File: src/rtl/funnel_pkg.sv
// Constants shared by the VN output funnel blocks.
package funnel_pkg;
    localparam int VN_LANE_LO        = 0;
    localparam int VN_LANE_HI        = 1;
    localparam int VN_STALL_HEADROOM = 4;

    function automatic logic [1:0] popcnt2(input logic [1:0] v);
        return {1'b0, v[0]} + {1'b0, v[1]};
    endfunction
endpackage

File: src/rtl/vn_output_collector_if.sv
// VN result bus from the switch plus the writeback drain handshake.
interface vn_output_collector_if #(
    parameter int DATA_WIDTH = 32,
    parameter int DEPTH      = 8,
    parameter int IDX_W      = 16
);
    localparam int CNT_W = $clog2(DEPTH) + 1;

    logic [2*DATA_WIDTH-1:0] i_vn;
    logic [1:0]              i_vn_valid;
    logic                    i_clear;
    logic [DATA_WIDTH-1:0]   o_data;
    logic [IDX_W-1:0]        o_idx;
    logic                    o_valid;
    logic                    i_ready;
    logic                    o_stall;
    logic                    o_overflow;
    logic [CNT_W-1:0]        o_count;

    modport master (
        input  i_vn, i_vn_valid, i_clear, i_ready,
        output o_data, o_idx, o_valid, o_stall, o_overflow, o_count
    );
    modport slave (
        output i_vn, i_vn_valid, i_clear, i_ready,
        input  o_data, o_idx, o_valid, o_stall, o_overflow, o_count
    );
endinterface

File: src/rtl/vn_fifo_2w1r.sv
// Two-write / one-read circular FIFO. Port 1 lands in the slot after port 0.
module vn_fifo_2w1r #(
    parameter int W     = 48,
    parameter int DEPTH = 8,
    localparam int PTR_W = $clog2(DEPTH),
    localparam int CNT_W = PTR_W + 1
) (
    input  logic                clk,
    input  logic                rst_n,
    input  logic                clr,
    input  logic [1:0]          wr_en,
    input  logic [1:0][W-1:0]   wr_data,
    input  logic                rd_en,
    output logic [W-1:0]        rd_data,
    output logic [CNT_W-1:0]    count,
    output logic [CNT_W-1:0]    full_space
);
    logic [W-1:0]     mem [DEPTH];
    logic [PTR_W-1:0] wptr, rptr;
    logic [1:0]       n_wr;

    assign n_wr = {1'b0, wr_en[0]} + {1'b0, wr_en[1]};

    // Storage is not reset; emptiness is tracked by count alone.
    always_ff @(posedge clk) begin
        if (wr_en[0]) mem[wptr]                 <= wr_data[0];
        if (wr_en[1]) mem[wptr + PTR_W'(1)]     <= wr_data[1];
    end

    always_ff @(posedge clk or negedge rst_n) begin
        if (!rst_n) begin
            wptr  <= '0;
            rptr  <= '0;
            count <= '0;
        end else if (clr) begin
            wptr  <= '0;
            rptr  <= '0;
            count <= '0;
        end else begin
            wptr  <= wptr + PTR_W'(n_wr);
            rptr  <= rptr + PTR_W'(rd_en);
            count <= count + CNT_W'(n_wr) - CNT_W'(rd_en);
        end
    end

    assign rd_data    = mem[rptr];
    assign full_space = CNT_W'(DEPTH) - count;
endmodule

File: src/rtl/vn_output_collector.sv
// Collects up to two VN results per cycle, tags them with a running index and
// drains them one per cycle; raises stall early and flags any dropped result.
module vn_output_collector
    import funnel_pkg::*;
#(
    parameter int DATA_WIDTH = 32,
    parameter int DEPTH      = 8,
    parameter int IDX_W      = 16
) (
    input logic                  clk,
    input logic                  rst_n,
    vn_output_collector_if.master bus
);
    localparam int CNT_W = $clog2(DEPTH) + 1;
    localparam int W     = DATA_WIDTH + IDX_W;

    logic [1:0]              vld;
    logic [DATA_WIDTH-1:0]   lane_lo, lane_hi;
    logic [1:0]              n_push;
    logic                    clr, pop, drop;
    logic [CNT_W-1:0]        count, full_space, free;
    logic [1:0]              wr_en;
    logic [1:0][W-1:0]       wr_data;
    logic [W-1:0]            rd_data;
    logic [IDX_W-1:0]        idx_cnt;
    logic                    ovf;

    assign clr     = bus.i_clear;
    assign vld     = bus.i_vn_valid;
    assign lane_lo = bus.i_vn[VN_LANE_LO*DATA_WIDTH +: DATA_WIDTH];
    assign lane_hi = bus.i_vn[VN_LANE_HI*DATA_WIDTH +: DATA_WIDTH];
    assign n_push  = popcnt2(vld);

    assign pop  = bus.o_valid & bus.i_ready & ~clr;
    // A pop this cycle frees its slot for this cycle's pushes.
    assign free = full_space + CNT_W'(pop);

    assign wr_en[0] = !clr && (n_push != 2'd0) && (free >= CNT_W'(1));
    assign wr_en[1] = !clr && (n_push == 2'd2) && (free >= CNT_W'(2));
    assign drop     = !clr && (CNT_W'(n_push) > free);

    // Compaction: a lone lane 1 result goes through port 0.
    assign wr_data[0] = {idx_cnt, vld[VN_LANE_LO] ? lane_lo : lane_hi};
    assign wr_data[1] = {idx_cnt + IDX_W'(1), lane_hi};

    vn_fifo_2w1r #(.W(W), .DEPTH(DEPTH)) u_fifo (
        .clk        (clk),
        .rst_n      (rst_n),
        .clr        (clr),
        .wr_en      (wr_en),
        .wr_data    (wr_data),
        .rd_en      (pop),
        .rd_data    (rd_data),
        .count      (count),
        .full_space (full_space)
    );

    always_ff @(posedge clk or negedge rst_n) begin
        if (!rst_n) begin
            idx_cnt <= '0;
            ovf     <= 1'b0;
        end else if (clr) begin
            idx_cnt <= '0;
            ovf     <= 1'b0;
        end else begin
            idx_cnt <= idx_cnt + IDX_W'(wr_en[0]) + IDX_W'(wr_en[1]);
            ovf     <= ovf | drop;
        end
    end

    assign bus.o_valid    = (count != '0);
    assign bus.o_data     = bus.o_valid ? rd_data[DATA_WIDTH-1:0] : '0;
    assign bus.o_idx      = bus.o_valid ? rd_data[W-1:DATA_WIDTH] : '0;
    assign bus.o_count    = count;
    assign bus.o_stall    = full_space < CNT_W'(VN_STALL_HEADROOM);
    assign bus.o_overflow = ovf;
endmodule

File: src/flat_wrapper.sv
// flat-port wrapper written by rule: the top's interface ports become plain ports
module vn_output_collector_flat import funnel_pkg::*;
#(
    parameter int DATA_WIDTH = 32,
    parameter int DEPTH      = 8,
    parameter int IDX_W      = 16
)
  (clk, rst_n, bus_i_vn, bus_i_vn_valid, bus_i_clear, bus_i_ready, bus_o_data, bus_o_idx, bus_o_valid, bus_o_stall, bus_o_overflow, bus_o_count);
  vn_output_collector_if #(.DATA_WIDTH(DATA_WIDTH), .DEPTH(DEPTH), .IDX_W(IDX_W)) bus_i ();
  input logic clk;
  input logic rst_n;
  input wire logic [$bits(bus_i.i_vn)-1:0] bus_i_vn;
  input wire logic [$bits(bus_i.i_vn_valid)-1:0] bus_i_vn_valid;
  input wire logic [$bits(bus_i.i_clear)-1:0] bus_i_clear;
  input wire logic [$bits(bus_i.i_ready)-1:0] bus_i_ready;
  output wire logic [$bits(bus_i.o_data)-1:0] bus_o_data;
  output wire logic [$bits(bus_i.o_idx)-1:0] bus_o_idx;
  output wire logic [$bits(bus_i.o_valid)-1:0] bus_o_valid;
  output wire logic [$bits(bus_i.o_stall)-1:0] bus_o_stall;
  output wire logic [$bits(bus_i.o_overflow)-1:0] bus_o_overflow;
  output wire logic [$bits(bus_i.o_count)-1:0] bus_o_count;
  assign bus_i.i_vn = bus_i_vn;
  assign bus_i.i_vn_valid = bus_i_vn_valid;
  assign bus_i.i_clear = bus_i_clear;
  assign bus_i.i_ready = bus_i_ready;
  assign bus_o_data = bus_i.o_data;
  assign bus_o_idx = bus_i.o_idx;
  assign bus_o_valid = bus_i.o_valid;
  assign bus_o_stall = bus_i.o_stall;
  assign bus_o_overflow = bus_i.o_overflow;
  assign bus_o_count = bus_i.o_count;
  vn_output_collector #(.DATA_WIDTH(DATA_WIDTH), .DEPTH(DEPTH), .IDX_W(IDX_W)) u_core (.clk(clk), .rst_n(rst_n), .bus(bus_i));
endmodule
File: config.mk
export PLATFORM = sky130hd
export DESIGN_NAME = vn_output_collector_flat
export DESIGN_NICKNAME = d
export VERILOG_FILES = /design/src/rtl/funnel_pkg.sv /design/src/rtl/vn_output_collector_if.sv /design/src/rtl/vn_fifo_2w1r.sv /design/src/rtl/vn_output_collector.sv /design/src/flat_wrapper.sv
export SDC_FILE = /design/constraint.sdc
export NUM_CORES = 1
export LEC_CHECK = 0
export BUFFER_PORTS_ARGS = -buffer_cell sky130_fd_sc_hd__buf_2
export CORE_MARGIN = 2
export CORE_UTILIZATION = 45
export DETAILED_ROUTE_END_ITERATION = 8
export PLACE_DENSITY = 0.6
export REMOVE_ABC_BUFFERS = 1
export SLEW_MARGIN = 20
export SYNTH_ARGS = -nofsm -noshare
export SYNTH_HDL_FRONTEND = slang
export SYNTH_SLANG_ARGS = --single-unit
File: constraint.sdc
create_clock -name clk -period 10.4 [get_ports clk]
set_clock_uncertainty 0.1 [all_clocks]
set_input_delay 1.04 -clock clk [delete_from_list [all_inputs] [get_ports clk]]
set_output_delay 1.04 -clock clk [all_outputs]
set_load 0.005 [all_outputs]
==> Word-level counts from Yosys, hierarchy flattened <==
Memories as Yosys holds them, arrays and structs flattened.
Cells that the tools add are included.
{ "word_totals": {"word_cells": 47, "mem_bits_rw": 384, "ff_bits": 27, "in_bits": 70, "output_inout_bits": 55, "mem_count": 1} }
{ "mem_list": {"columns": ["name", "depth", "width", "rd", "rd_ports_with_merged_regs", "wr", "line_no", "text"], "rows": [
  ["u_core.u_fifo.mem", 8, 48, 1, 0, 2, "vn_fifo_2w1r.sv:18", "logic [W-1:0] mem [DEPTH];"]
]} }
{ "op_classes": {"addsub": 12, "eq_ne": 1, "reduce_logical": 8, "n_mux": 12, "magnitude_cmp": 4, "bitwise_logic": 4} }
{ "ops": {"columns": ["op", "n"], "rows": [
  ["32-bit two-way mux", 2],
  ["16-bit by 1-bit adder with 16-bit output", 2],
  ["16-bit two-way mux", 2],
  ["16-bit by 1-bit adder with 16-bit output (second input constant)", 1],
  ["3-bit two-way mux", 2],
  ["1-bit logical AND", 5],
  ["1-bit two-way mux", 5],
  ["1-bit by 1-bit adder with 2-bit output", 2],
  ["4-bit by 1-bit adder with 4-bit output", 1],
  ["4-bit by 2-bit adder with 4-bit output", 1],
  ["4-bit by 1-bit >= comparator with 1-bit output (second input constant)", 1],
  ["4-bit by 2-bit >= comparator with 1-bit output (second input constant)", 1],
  ["2-bit by 4-bit greater-than comparator with 1-bit output", 1],
  ["4-bit by 3-bit < comparator with 1-bit output (second input constant)", 1],
  ["4-bit two-way mux", 1],
  ["4-bit nonzero test", 1],
  ["4-bit by 1-bit subtractor with 4-bit output", 1],
  ["4-bit subtractor (first input constant)", 1],
  ["3-bit by 1-bit adder with 3-bit output", 1],
  ["3-bit by 1-bit adder with 3-bit output (second input constant)", 1],
  ["3-bit by 2-bit adder with 3-bit output", 1],
  ["1-bit AND", 2],
  ["2-bit equality test (second input constant)", 1],
  ["2-bit nonzero test", 1],
  ["3 further kinds", 3]
]} }

==> Logic depth before layout (Yosys ltp) <==
Gate-level depths: netlist (run 1).
{ "logic_depth": {"depth_word": 10, "ltp_mapped": 24, "mapped_depth_nobuf": 18} }

==> Cells and area by module <==
From an unflattened synthesis (run 1), not the netlist that was laid out.
{ "unflattened": {"hier_cells": 1304, "area_unflattened_um2": 21683.3} }
{ "by_module_without_submodules": {"columns": ["mod", "seq_area_each_um2", "area_each_um2", "n_inst", "cells_each"], "rows": [
  ["vn_fifo_2w1r", 11781.3, 19696.4, 1, 1065],
  ["vn_output_collector", 425.4, 1986.9, 1, 239]
]} }

==> Least setup slack after synthesis (run 1) <==
Ideal clock, no wire load.
{ "synth_path": {"path_kind": "input to register", "startpoint": "in bus_i_clear", "endpoint": "mem u_core.u_fifo.mem[7][0], enable pin", "required_ns": 9.780, "setup_ns": 0.520, "path_slack_ns": 3.852, "arrival_ns": 5.929, "stages": 8, "n_path_buf": 2, "path_cell_list": "clkbuf_1 -> clkbuf_1 -> nor3b_1 -> ha_1 -> xor2_1 -> a211o_1 -> nand2_1 -> o21ai_0"} }
{ "synth_lines": {"columns": ["element", "line_no", "text"], "rows": [
  ["start: declaration", "flat_wrapper.sv:14", "input wire logic [$bits(bus_i.i_clear)-1:0] bus_i_clear;"],
  ["end: declaration", "vn_fifo_2w1r.sv:18", null]
]} }

==> Final worst setup path (run 1) <==
{ "layout_path": {"startpoint": "reg u_core.u_fifo.rptr[0]", "endpoint": "out bus_o_idx[14]"} }
{ "layout_via": {"elab_chain_cells": 2} }
{ "layout_lines": {"columns": ["element", "line_no", "text"], "rows": [
  ["start: declaration", "vn_fifo_2w1r.sv:19", "logic [PTR_W-1:0] wptr, rptr;"],
  ["start signal: assignment", "vn_fifo_2w1r.sv:41", "rptr <= rptr + PTR_W'(rd_en);"],
  ["memory read 8 x 48 bit", null, null],
  ["16-bit two-way mux", "vn_output_collector.sv:73", "assign bus.o_idx = bus.o_valid ? rd_data[W-1:DATA_WIDTH] : '0;"],
  ["end: declaration", "flat_wrapper.sv:17", "output wire logic [$bits(bus_i.o_idx)-1:0] bus_o_idx;"]
]} }
Every way passes these cells.

==> flow_metrics.py, run 1 <==
metrics = {
    "detailed_routing": {
        "routed_via_density": 5.954,
        "drt-total-wl_mm": 57.45,
        "wl_per_cell_um": 23.57,
        "drt_iter0_drc": 1345,
        "dr_total_vias": 14510,
        "drtPass1Iterations": 5,
        "drc_errors": 0,
        "drtAntennaViolNets": 0,
    },
    "placed_design": {
        "place_ws_ns": 4.804,
        "placed_area_um2": 22630,
        "portBuffers": 124,
        "place.gp.congestion": 0.7887,
        "dp_hpwl_mm": 33.35,
        "dp.cells": 2355,
    },
    "worst_setup_path": {
        "crit_path_max_fanout": 39,
        "crit_chain": "buf_4 > buf_4 > mux4_2 > mux2i_1 > nor2_1 > buf_2",
        "r2r-end": "u_core.u_fifo.count[2]",
        "crit_arrival_ns": 4.24,
        "r2r_cells": 19,
        "crit_type": "reg -> out",
        "cp_num_cells": 6,
        "worst-path-buf-inv": 3,
        "crit_top_cell": "buf_4",
        "slowest_stage": "buf_4",
        "cp-start-kind": "flop",
        "cp.required_ns": 9.26,
        "crit_end": "bus_o_idx[14]",
        "critPathMaxStageDelay_ns": 0.81,
        "cp-end-kind": "output pin",
        "crit_start": "u_core.u_fifo.rptr[0]",
        "r2r_slack_ns": 5.04,
        "rr_startpoint": "u_core.u_fifo.count[2]",
        "cpLargestDelayFamily": "buffers and inverters",
    },
    "sta": {
        "timing.fmax_ghz": 0.1858,
        "fin_crit_sh": 0.5174,
        "timing.hold.ws_ns": 0.3812,
        "tns_ns": 0,
        "drv_slew": 0,
        "tightest_slew_ns": 1.284,
        "rsz0062_at_grt": "no",
        "finalHoldViolCount": 0,
        "period_needed_ns": 5.381,
        "relSlewSlack": 0.1437,
        "setup_viol": 0,
        "setup_slack_ns": 5.019,
    },
    "floorplan": {
        "placementRows": 80,
        "core_area_um2": 47750,
        "start_util": 0.4559,
        "dieArea_um2": 50150,
        "die_width_um": 223.9,
        "die_h_um": 223.9,
        "pin_count": 125,
    },
    "clocking": {
        "htree_num_levels": 2,
        "cts.sinks": 411,
        "ctsHoldBuffers": 0,
        "clkSlewWorstSetupHoldPaths_ns": 0.06,
        "numCtsBuffers": 45,
        "cts_setup_buffers": 0,
        "clock_path_buffers": 3,
        "ctsRootBufferMaster": "clkbuf_16",
        "clk_latency_ns": 0.58,
        "cts_resized": 0,
        "cts_tree": "done",
    },
    "pwr": {
        "leakagePower_nw": 8.711,
        "seqPwrFrac": 0.413,
        "p_sw_mw": 1.688,
        "intPower_mw": 3.420,
        "p_per_area_nw_per_um2": 212.2,
        "vdd.ir_drop.worst_uv": 370.7,
        "power_mw": 5.108,
        "combPwrFrac": 0.275,
        "clockPowerShare": 0.311,
        "switching_share": 0.3306,
    },
    "cells_and_area": {
        "instances_no_fill": 2437,
        "nets": 1881,
        "final_core_util": 0.5042,
        "design_area_um2": 24080,
        "drive_gt1_frac": 0.2003,
        "diodes": 0,
        "syn2layout_area_growth_pct": 10.60,
    },
    "job": {
        "cap_viol_max_count": 0,
    },
    "grt": {
        "grt_start_max_net_pins": 219,
        "grt_pass1_vias": 14640,
        "antenna_found_initial": 0,
        "grt_pass1_wl_mm": 89.30,
        "track_usage": 0.2330,
        "grt-ovfl-total": 0,
    },
    "yosys": {
        "synth_edf_count": 384,
        "syn-instance-count": 1786,
        "syn_area_um2": 21770,
        "yosysWarnings": 0,
        "synth-seq-cells": 411,
        "yosysSeqAreaShare": 0.5608,
        "syn_area_per_cell_um2": 12.19,
        "synth-main-ff-cell": "edfxtp_1",
        "synth_cell_types": 50,
        "async_reset_ff_frac": 0.06569,
    },
    "min_path": {
        "min_path_type": "in -> async",
    },
    "outcome": {
        "status": "finished clean",
    },
}
[power by group through the flow]
stage          clock network, mW  logic, mW  registers (mW)
2_1_floorplan                  0      0.849            2.17
3_3_place_gp                   0       1.40            2.14
3_5_place_dp                   0       1.42            2.15
4_1_cts                     1.62       1.42            2.11
5_1_grt                     1.68       1.55            2.13
6_report                    1.59       1.41            2.11
[cell type report]
class	instances	area, um2
Clock inverter	29	244.0
Sequential cell	411	12220
Clock buffer	53	1199
Inverter	18	67.56
Timing Repair Buffer	149	820.8
Fill cell	4100	23670
Tap cell	615	769.5
Multi-Input combinational cell	1162	8757
[cell usage after synthesis (all sizes together) (18+ instances only)]
| cell | n | area (um2) |
|---|---|---|
| nor3 | 189 | 945.9 |
| nand2 | 26 | 97.59 |
| xnor2 | 23 | 201.4 |
| nor4 | 25 | 312.8 |
| nor2 | 218 | 818.3 |
| mux4 | 96 | 2162 |
| inv | 18 | 67.56 |
| o21ai | 37 | 188.9 |
| clkbuf | 110 | 412.9 |
| buf | 85 | 432.9 |
| mux2i | 80 | 800.8 |
| edfxtp | 384 | 11530 |
| dfrtp | 27 | 675.7 |
| xor2 | 102 | 893.4 |
| a21oi | 264 | 1325 |
| ha | 21 | 262.8 |
[per-layer routing]
| metal | share of wire | track usage | wire length, um | vias up |
|---|---|---|---|---|
| met5 | 0 | 0 | 0 | - |
| met4 | 0.014 | 0.04903 | 824 | 0 |
| met3 | 0.069 | 0.04342 | 3977 | 64 |
| met2 | 0.49 | 0.3831 | 27970 | 527 |
| met1 | 0.43 | 0.3247 | 24680 | 7275 |
| li1 | - | - | - | 6643 |
[worst min-delay path by stage]
stage                           from                    end  slack, ns  cells past startpoint
2_1_floorplan  u_core.bus.o_overflow  u_core.bus.o_overflow       0.39                      2
3_3_place_gp   u_core.bus.o_overflow  u_core.bus.o_overflow       0.40                      2
3_5_place_dp   u_core.bus.o_overflow  u_core.bus.o_overflow       0.41                      2
4_1_cts                        rst_n     u_core.idx_cnt[12]       0.37                      1
5_1_grt                        rst_n  u_core.u_fifo.wptr[1]       0.41                      1
6_report                       rst_n     u_core.idx_cnt[12]       0.38                      1
[state kept, by name, indices dropped and copies added, names as in the netlist]
register	cells
u_core.bus.o_overflow	1
u_core.idx_cnt	16
u_core.u_fifo.count	4
u_core.u_fifo.mem	384
u_core.u_fifo.rptr	3
u_core.u_fifo.wptr	3
[cells in the final DEF (no fill, tap or decap), types with 4 or more instances in the layout]
cell type	count
or2_2	7
nand3_1	10
nor4_2	25
xnor2_1	23
o211ai_1	4
bufinv_16	4
xor2_1	102
nor2b_1	7
o21ai_4	9
nor2_1	218
a21oi_1	263
or3_1	5
buf_4	24
clkbuf_1	6
nor3_1	189
inv_1	18
nand2_1	25
clkbuf_16	47
mux2_2	4
buf_2	124
mux4_2	96
o21ai_0	28
mux2_1	4
mux2i_1	80
and3_1	6
dfrtp_1	24
clkinv_1	12
edfxtp_1	384
nand2b_1	4
clkinv_2	9
ha_1	21
[kinds of logic (layout without fill, tap and decap cells)]
group	after synthesis	count (layout)	share of synthesized area
and+or+nand+nor	516	516	0.1175
xor gates and xnor gates	125	125	0.05029
DFF	411	411	0.5608
buffers and inverters	213	249	0.04196
muxes	184	184	0.1402
adders and majority gates	24	24	0.01483
AOI/OAI and AO/OA	313	313	0.07438
Power figures use the tool's default switching activity.
==> run 2: changes to the inputs <==
==> constraint.sdc (replaced) <==
create_clock -name clk -period 5.6 [get_ports clk]
set_clock_uncertainty 0.1 [all_clocks]
set_input_delay 0.56 -clock clk [delete_from_list [all_inputs] [get_ports clk]]
set_output_delay 0.56 -clock clk [all_outputs]
set_load 0.005 [all_outputs]
==> run 2 against run 1 <==
  * Cell count increased by 0.45%
  * Utilization up 0.38 points
  * Design area increased by 0.76%
  * Wire length rose by 3.2%
  * First-iteration DRC count rose by 13%
  * Global-route usage rose by 0.47 points
  * Sequential power rose by 86%
  * Clock-buffer cell count fell by 1
  * Power up 86%
  * Worst hold slack worse by 0.043 ns
  * Critical path depth increased by 6
  * Critical path type is now reg -> reg
  * Critical endpoint is now u_core.u_fifo.mem[6][39]
  * Highest routed layer unchanged
==> flow_metrics.py, run 2 (synthesized netlist as in run 1, its figures left out) <==
metrics = {
    "sta": {
        "finalHoldViolCount": 0,
        "tightest_slew_ns": 1.112,
        "fin_crit_sh": 0.8561,
        "setup_viol": 0,
        "timing.hold.ws_ns": 0.3380,
        "timing.fmax_ghz": 0.2086,
        "relSlewSlack": 0.2559,
        "rsz0062_at_grt": "no",
        "tns_ns": 0,
        "drv_slew": 0,
        "period_needed_ns": 4.794,
    },
    "worst_setup_path": {
        "r2r_cells": 12,
        "worst-path-buf-inv": 3,
        "cp-end-kind": "flop",
        "critPathMaxStageDelay_ns": 0.80,
        "slowest_stage": "buf_4",
        "cp-start-kind": "flop",
        "crit_path_max_fanout": 85,
        "cp_num_cells": 12,
        "cpLargestDelayFamily": "buffers and inverters",
        "crit_type": "reg -> reg",
        "cp.required_ns": 5.81,
        "crit_arrival_ns": 5.00,
        "crit_chain": "inv_1 > ha_1 > and2_2 > nor3b_1 > ha_1 > and3b_1 > o221ai_1 > o21ai_4 > buf_4 > buf_4 > nor3_1 > xor2_1",
    },
    "detailed_routing": {
        "drt_iter0_drc": 1517,
        "drtAntennaViolNets": 0,
        "routed_via_density": 6.040,
        "drt-total-wl_mm": 59.27,
        "wl_per_cell_um": 24.21,
        "dr_total_vias": 14790,
        "drc_errors": 0,
        "drtPass1Iterations": 5,
    },
    "grt": {
        "grt_pass1_vias": 14560,
        "grt_pass1_wl_mm": 89.87,
        "track_usage": 0.2377,
        "grt_start_max_net_pins": 86,
        "antenna_found_initial": 0,
        "grt-ovfl-total": 0,
    },
    "floorplan": {
        "start_util": 0.4559,
        "core_area_um2": 47750,
        "die_width_um": 223.9,
        "dieArea_um2": 50150,
        "die_h_um": 223.9,
        "placementRows": 80,
        "pin_count": 125,
    },
    "pwr": {
        "power_mw": 9.526,
        "p_per_area_nw_per_um2": 392.7,
        "leakagePower_nw": 8.791,
        "vdd.ir_drop.worst_uv": 308.9,
    },
    "placed_design": {
        "place.gp.congestion": 0.7705,
        "placed_area_um2": 22810,
        "portBuffers": 124,
        "dp_hpwl_mm": 32.55,
    },
    "clocking": {
        "htree_num_levels": 2,
        "clkSlewWorstSetupHoldPaths_ns": 0.06,
        "ctsRootBufferMaster": "clkbuf_16",
        "clock_path_buffers": 3,
        "numCtsBuffers": 45,
        "clk_latency_ns": 0.57,
        "cts.sinks": 411,
        "cts_tree": "done",
    },
    "cells_and_area": {
        "final_cell_mix": "edfxtp_1 (384), a21oi_1 (263), nor2_1 (218)",
        "design_area_um2": 24260,
        "syn2layout_area_growth_pct": 11.44,
        "nets": 1892,
        "largest_register_ffs": 384,
        "largest_register": "u_core.u_fifo.mem",
        "top_regs": "u_core.u_fifo.mem (384), u_core.idx_cnt (16), u_core.u_fifo.count (4)",
        "diodes": 0,
        "final_core_util": 0.5081,
        "final_common_cell": "edfxtp_1",
        "drive_gt1_frac": 0.2046,
    },
    "min_path": {
        "min_path_type": "in -> reg",
        "min_delay_path_depth": 3,
    },
    "outcome": {
        "status": "finished clean",
    },
    "job": {
        "cap_viol_max_count": 0,
    },
}
## run 2: changes by cell type in the layout (fill, tap and decap cells not counted)
cell,delta
buf_12,+8
clkinv_2,+1
clkinv_4,-1
clkinvlp_4,-1
clkbuf_1,-1
buf_4,+2
clkinv_1,+1
dlygate4sd3_1,+1
inv_6,+1
## run 2: timing repair
| action | in CTS | in global routing |
|---|---|---|
| setup buffers | 0 | 0 |
| endpoints found under the hold margin | 27 | 0 |
| resized for setup | 0 | 0 |
| hold buffers | 1 | 0 |
## run 2: power by group
part	switching [mW]	total [mW]	internal (mW)
Sequential	0.177	3.93	3.75
Clock	1.23	2.94	1.71
Combinational	1.74	2.66	0.921
## run 2: routing by layer
layer | wire [um] | global-route usage | vias to the layer above
met5 | 0 | 0 | -
met4 | 1035 | 0.06151 | 0
met3 | 4388 | 0.02964 | 73
met2 | 28790 | 0.3941 | 619
met1 | 25050 | 0.3336 | 7420
li1 | - | - | 6675
## run 2: layout make-up
type                            count  area [um2]
Multi-Input combinational cell   1162        8757
Timing Repair Buffer              160        1006
Inverter                           18       67.56
Clock buffer                       52        1195
Fill cell                        4094       23490
Sequential cell                   411       12220
Clock inverter                     30       245.2
Tap cell                          615       769.5
## run 2: path summary, 6_finish.rpt
check,start,to,slack [ns]
setup / recovery,u_core.u_fifo.count[0],u_core.u_fifo.mem[6][39],0.81
hold / removal,bus_i_vn[60],u_core.u_fifo.mem[3][28],0.34
setup reg to reg,u_core.u_fifo.count[0],u_core.u_fifo.mem[6][39],0.81
hold reg to reg,u_core.bus.o_overflow,u_core.bus.o_overflow,0.41
max in group asynchronous,rst_n,u_core.u_fifo.rptr[2],4.41
min in group asynchronous,rst_n,u_core.idx_cnt[10],0.47
## run 2: worst register-to-register path, delay by kind of cell, from the launching register on
kind / cells / cell delay (ns)
AO/OA/AOI/OAI: 2 / 0.60
buffers and inverters: 3 / 1.48
flip-flops: 1 / 0.51
adder cells (fa/ha/maj): 2 / 0.58
XOR/XNOR: 1 / 0.18
AND/OR/NAND/NOR: 4 / 1.09
## run 2: stage by stage
stage,cells,worst slack [ns]
5_1_grt,2448,0.4212
2_1_floorplan,1591,-5.275
6_report,2448,0.8058
3_3_place_gp,2365,1.117
4_1_cts,2448,0.8767
3_5_place_dp,2365,0.9135
==> run 3: changes to the inputs <==
--- a/config.mk
+++ b/config.mk
@@ -5,6 +5,7 @@
 export SDC_FILE = /design/constraint.sdc
 export NUM_CORES = 1
 export LEC_CHECK = 0
+export ABC_AREA = 1
 export BUFFER_PORTS_ARGS = -buffer_cell sky130_fd_sc_hd__buf_2
 export CORE_MARGIN = 2
 export CORE_UTILIZATION = 45
==> run 3 against run 2 <==
  * Utilization shrank 1.5 points
  * Maximum frequency grew 12%
  * Largest power group is now combinational logic
  * Global-route usage grew 5.3 points
  * Largest cell class unchanged
  * Highest routed layer unchanged
==> flow_metrics.py, run 3 <==
metrics = {
    "sta": {
        "timing.hold.ws_ns": 0.3187,
        "setup_viol": 0,
        "tns_ns": 0,
        "finalHoldViolCount": 0,
        "relSlewSlack": 0.2645,
        "rsz0062_at_grt": "no",
        "timing.fmax_ghz": 0.2342,
        "tightest_slew_ns": 1.103,
        "fin_crit_sh": 0.7625,
        "drv_slew": 0,
        "period_needed_ns": 4.270,
    },
    "cells_and_area": {
        "drive_gt1_frac": 0.09319,
        "ff_latch_area_um2": 12210,
        "largest_register_ffs": 384,
        "largest_register": "u_core.u_fifo.mem",
        "top_regs": "u_core.u_fifo.mem (384), u_core.idx_cnt (16), u_core.u_fifo.count (4)",
        "multi_input_area_um2": 10090,
        "fill_cells": 4973,
        "syn2layout_area_growth_pct": 8.359,
        "nets": 2921,
        "final_cell_mix": "nand2_1 (917), nand4_1 (392), edfxtp_1 (384)",
        "final_common_cell": "nand2_1",
        "design_area_um2": 25930,
        "final_core_util": 0.4935,
    },
    "pwr": {
        "leakagePower_nw": 10.75,
        "p_sw_mw": 4.702,
        "intPower_mw": 6.542,
        "seqPwrFrac": 0.349,
        "power_mw": 11.24,
        "clockPowerShare": 0.271,
        "combPwrFrac": 0.380,
        "vdd.ir_drop.worst_uv": 702.3,
        "p_per_area_nw_per_um2": 433.5,
        "switching_share": 0.4182,
    },
    "worst_setup_path": {
        "crit_path_max_fanout": 49,
        "r2r_slack_ns": 1.33,
        "r2r-end": "u_core.u_fifo.mem[1][20]",
        "cp-start-kind": "flop",
        "crit_top_cell": "nand2_2",
        "cp-end-kind": "flop",
        "cpLargestDelayFamily": "simple AND/OR/NAND/NOR gates",
        "crit_chain": "inv_1 > ha_1 > nand2_2 > nand2_1 > nor2_1 > ha_1 > nand2_1 > clkinv_1 > nand3_1 > nand2_2 > nand3_4 > nand3_2 > buf_4 > nand2_2 > buf_12",
        "crit_arrival_ns": 4.47,
        "r2r_cells": 15,
        "cp.required_ns": 5.80,
        "critPathMaxStageDelay_ns": 0.71,
        "slowest_stage": "buf_4",
        "rr_startpoint": "u_core.u_fifo.count[0]",
        "worst-path-buf-inv": 4,
        "crit_type": "reg -> reg",
    },
    "yosys": {
        "synth-seq-cells": 411,
        "synth_common_cells": "nand2_1 (926), nand4_1 (392), edfxtp_1 (384), nor2_1 (370), o21ai_0 (287)",
        "synth_edf_count": 384,
        "synthXorXnorAreaFrac": 0.005384,
        "yosysSeqAreaShare": 0.5100,
        "synth_compound_area_frac": 0.07873,
        "yosysWarnings": 0,
        "synth-adder-area-share": 0.01349,
        "syn_area_um2": 23930,
        "synth_cell_types": 33,
        "netlist.area_leader.share": 0.4818,
        "async_reset_ff_frac": 0.06569,
        "synth.area.top_cells": "edfxtp_1 (48%), nand2_1 (15%), nand4_1 (10%)",
        "syn-instance-count": 2917,
        "synth-simple-area-share": 0.3213,
        "synth.most_common_cell": "nand2_1",
        "synth_largest_area_cell": "edfxtp_1",
        "synth_top_family_by_area": "simple AND/OR/NAND/NOR gates",
        "syn_area_per_cell_um2": 8.205,
        "synthMuxAreaShare": 0,
        "synth-main-ff-cell": "edfxtp_1",
    },
    "floorplan": {
        "core_area_um2": 52550,
        "die_width_um": 234.6,
        "die_h_um": 234.6,
        "dieArea_um2": 55050,
        "pin_count": 125,
        "start_util": 0.4555,
        "placementRows": 84,
    },
    "grt": {
        "grt_pass1_vias": 20860,
        "grtUsageMet3": 0.04594,
        "grt_pass1_wl_mm": 124.7,
        "grt-busiest-layer": "met2",
        "met1_usage": 0.4003,
        "grt_start_max_net_pins": 216,
        "track_usage": 0.2908,
        "antenna_found_initial": 1,
        "grt-ovfl-total": 0,
        "use_met2": 0.4609,
    },
    "placed_design": {
        "place.gp.congestion": 0.8080,
        "dp_hpwl_mm": 39.22,
        "placed_area_um2": 24430,
        "portBuffers": 124,
    },
    "clocking": {
        "htree_num_levels": 2,
        "clk_latency_ns": 0.59,
        "numCtsBuffers": 46,
        "cts_tree": "done",
        "clkSlewWorstSetupHoldPaths_ns": 0.06,
        "ctsRootBufferMaster": "clkbuf_16",
        "clock_path_buffers": 3,
        "cts_resized": 0,
        "cts.sinks": 411,
    },
    "detailed_routing": {
        "routed_via_density": 6.182,
        "wl_per_cell_um": 23.23,
        "drc_errors": 0,
        "drt-total-wl_mm": 82.55,
        "drt_iter0_drc": 2774,
        "drtAntennaViolNets": 0,
        "drtPass1Iterations": 5,
        "dr_total_vias": 21970,
    },
    "min_path": {
        "holdPathEnd": "u_core.u_fifo.rptr[0]",
        "min-delay-start": "bus_i_clear",
        "min_delay_path_depth": 2,
        "min_path_type": "in -> reg",
    },
    "job": {
        "cap_viol_max_count": 0,
    },
    "outcome": {
        "status": "finished clean",
    },
}
run 3: kinds of logic (layout without fill, tap and decap cells):
family,Yosys count,count (layout)
and+or+nand+nor,1747,1747
DFF,411,411
AOI/OAI and AO/OA,363,363
buffers and inverters,359,307
adders and majority gates,24,24
xor gates and xnor gates,13,13
other,0,1
run 3: through the flow:
| step | std cells | worst slack, ns |
|---|---|---|
| finish | 3554 | 1.330 |
| CTS | 3553 | 1.356 |
| global route | 3553 | 1.021 |
| global placement | 3466 | 1.409 |
| detailed placement | 3466 | 1.328 |
| floorplan | 2613 | -8.223 |
run 3: worst max path at each step:
stage | depth (start not counted) | startpoint | slack [ns] | end
detailed placement | 9 | bus_i_clear | 1.33 | u_core.u_fifo.mem[3][32]
floorplan | 5 | bus_i_vn_valid[0] | -8.22 | u_core.u_fifo.mem[3][0]
CTS | 15 | u_core.u_fifo.count[0] | 1.36 | u_core.u_fifo.mem[3][20]
global placement | 11 | bus_i_clear | 1.41 | u_core.u_fifo.mem[3][0]
global route | 14 | u_core.u_fifo.count[0] | 1.02 | u_core.u_fifo.mem[3][21]
finish | 15 | u_core.u_fifo.count[0] | 1.33 | u_core.u_fifo.mem[1][20]
run 3: cell type report:
cell class | instances | area share
Multi-Input combinational cell | 2147 | 0.3889
Clock inverter | 18 | 0.005982
Sequential cell | 411 | 0.4710
Clock buffer | 68 | 0.05162
Tap cell | 688 | 0.03319
Antenna cell | 1 | 0.00009649
Inverter | 55 | 0.008201
Timing Repair Buffer | 166 | 0.04101
run 3: layer usage:
layer | wire (um) | up-vias
met2 | 37960 | 1334
li1 | - | 9950
met5 | 0 | -
met4 | 2887 | 0
met3 | 8624 | 212
met1 | 33080 | 10480
run 3: timing repair:
item                      in CTS  in global routing
hold endpoints to repair      27                  0
hold buffers                   1                  0
buffers inserted               0                  0
run 3: power groups by stage:
stage	Clock [mW]	Combinational (mW)	Sequential (mW)
after floorplan	0	2.30	3.99
after global placement	0	4.10	3.97
after detailed placement	0	4.17	3.98
after CTS	3.08	4.19	3.92
after global routing	3.19	4.59	3.95
final	3.05	4.27	3.92
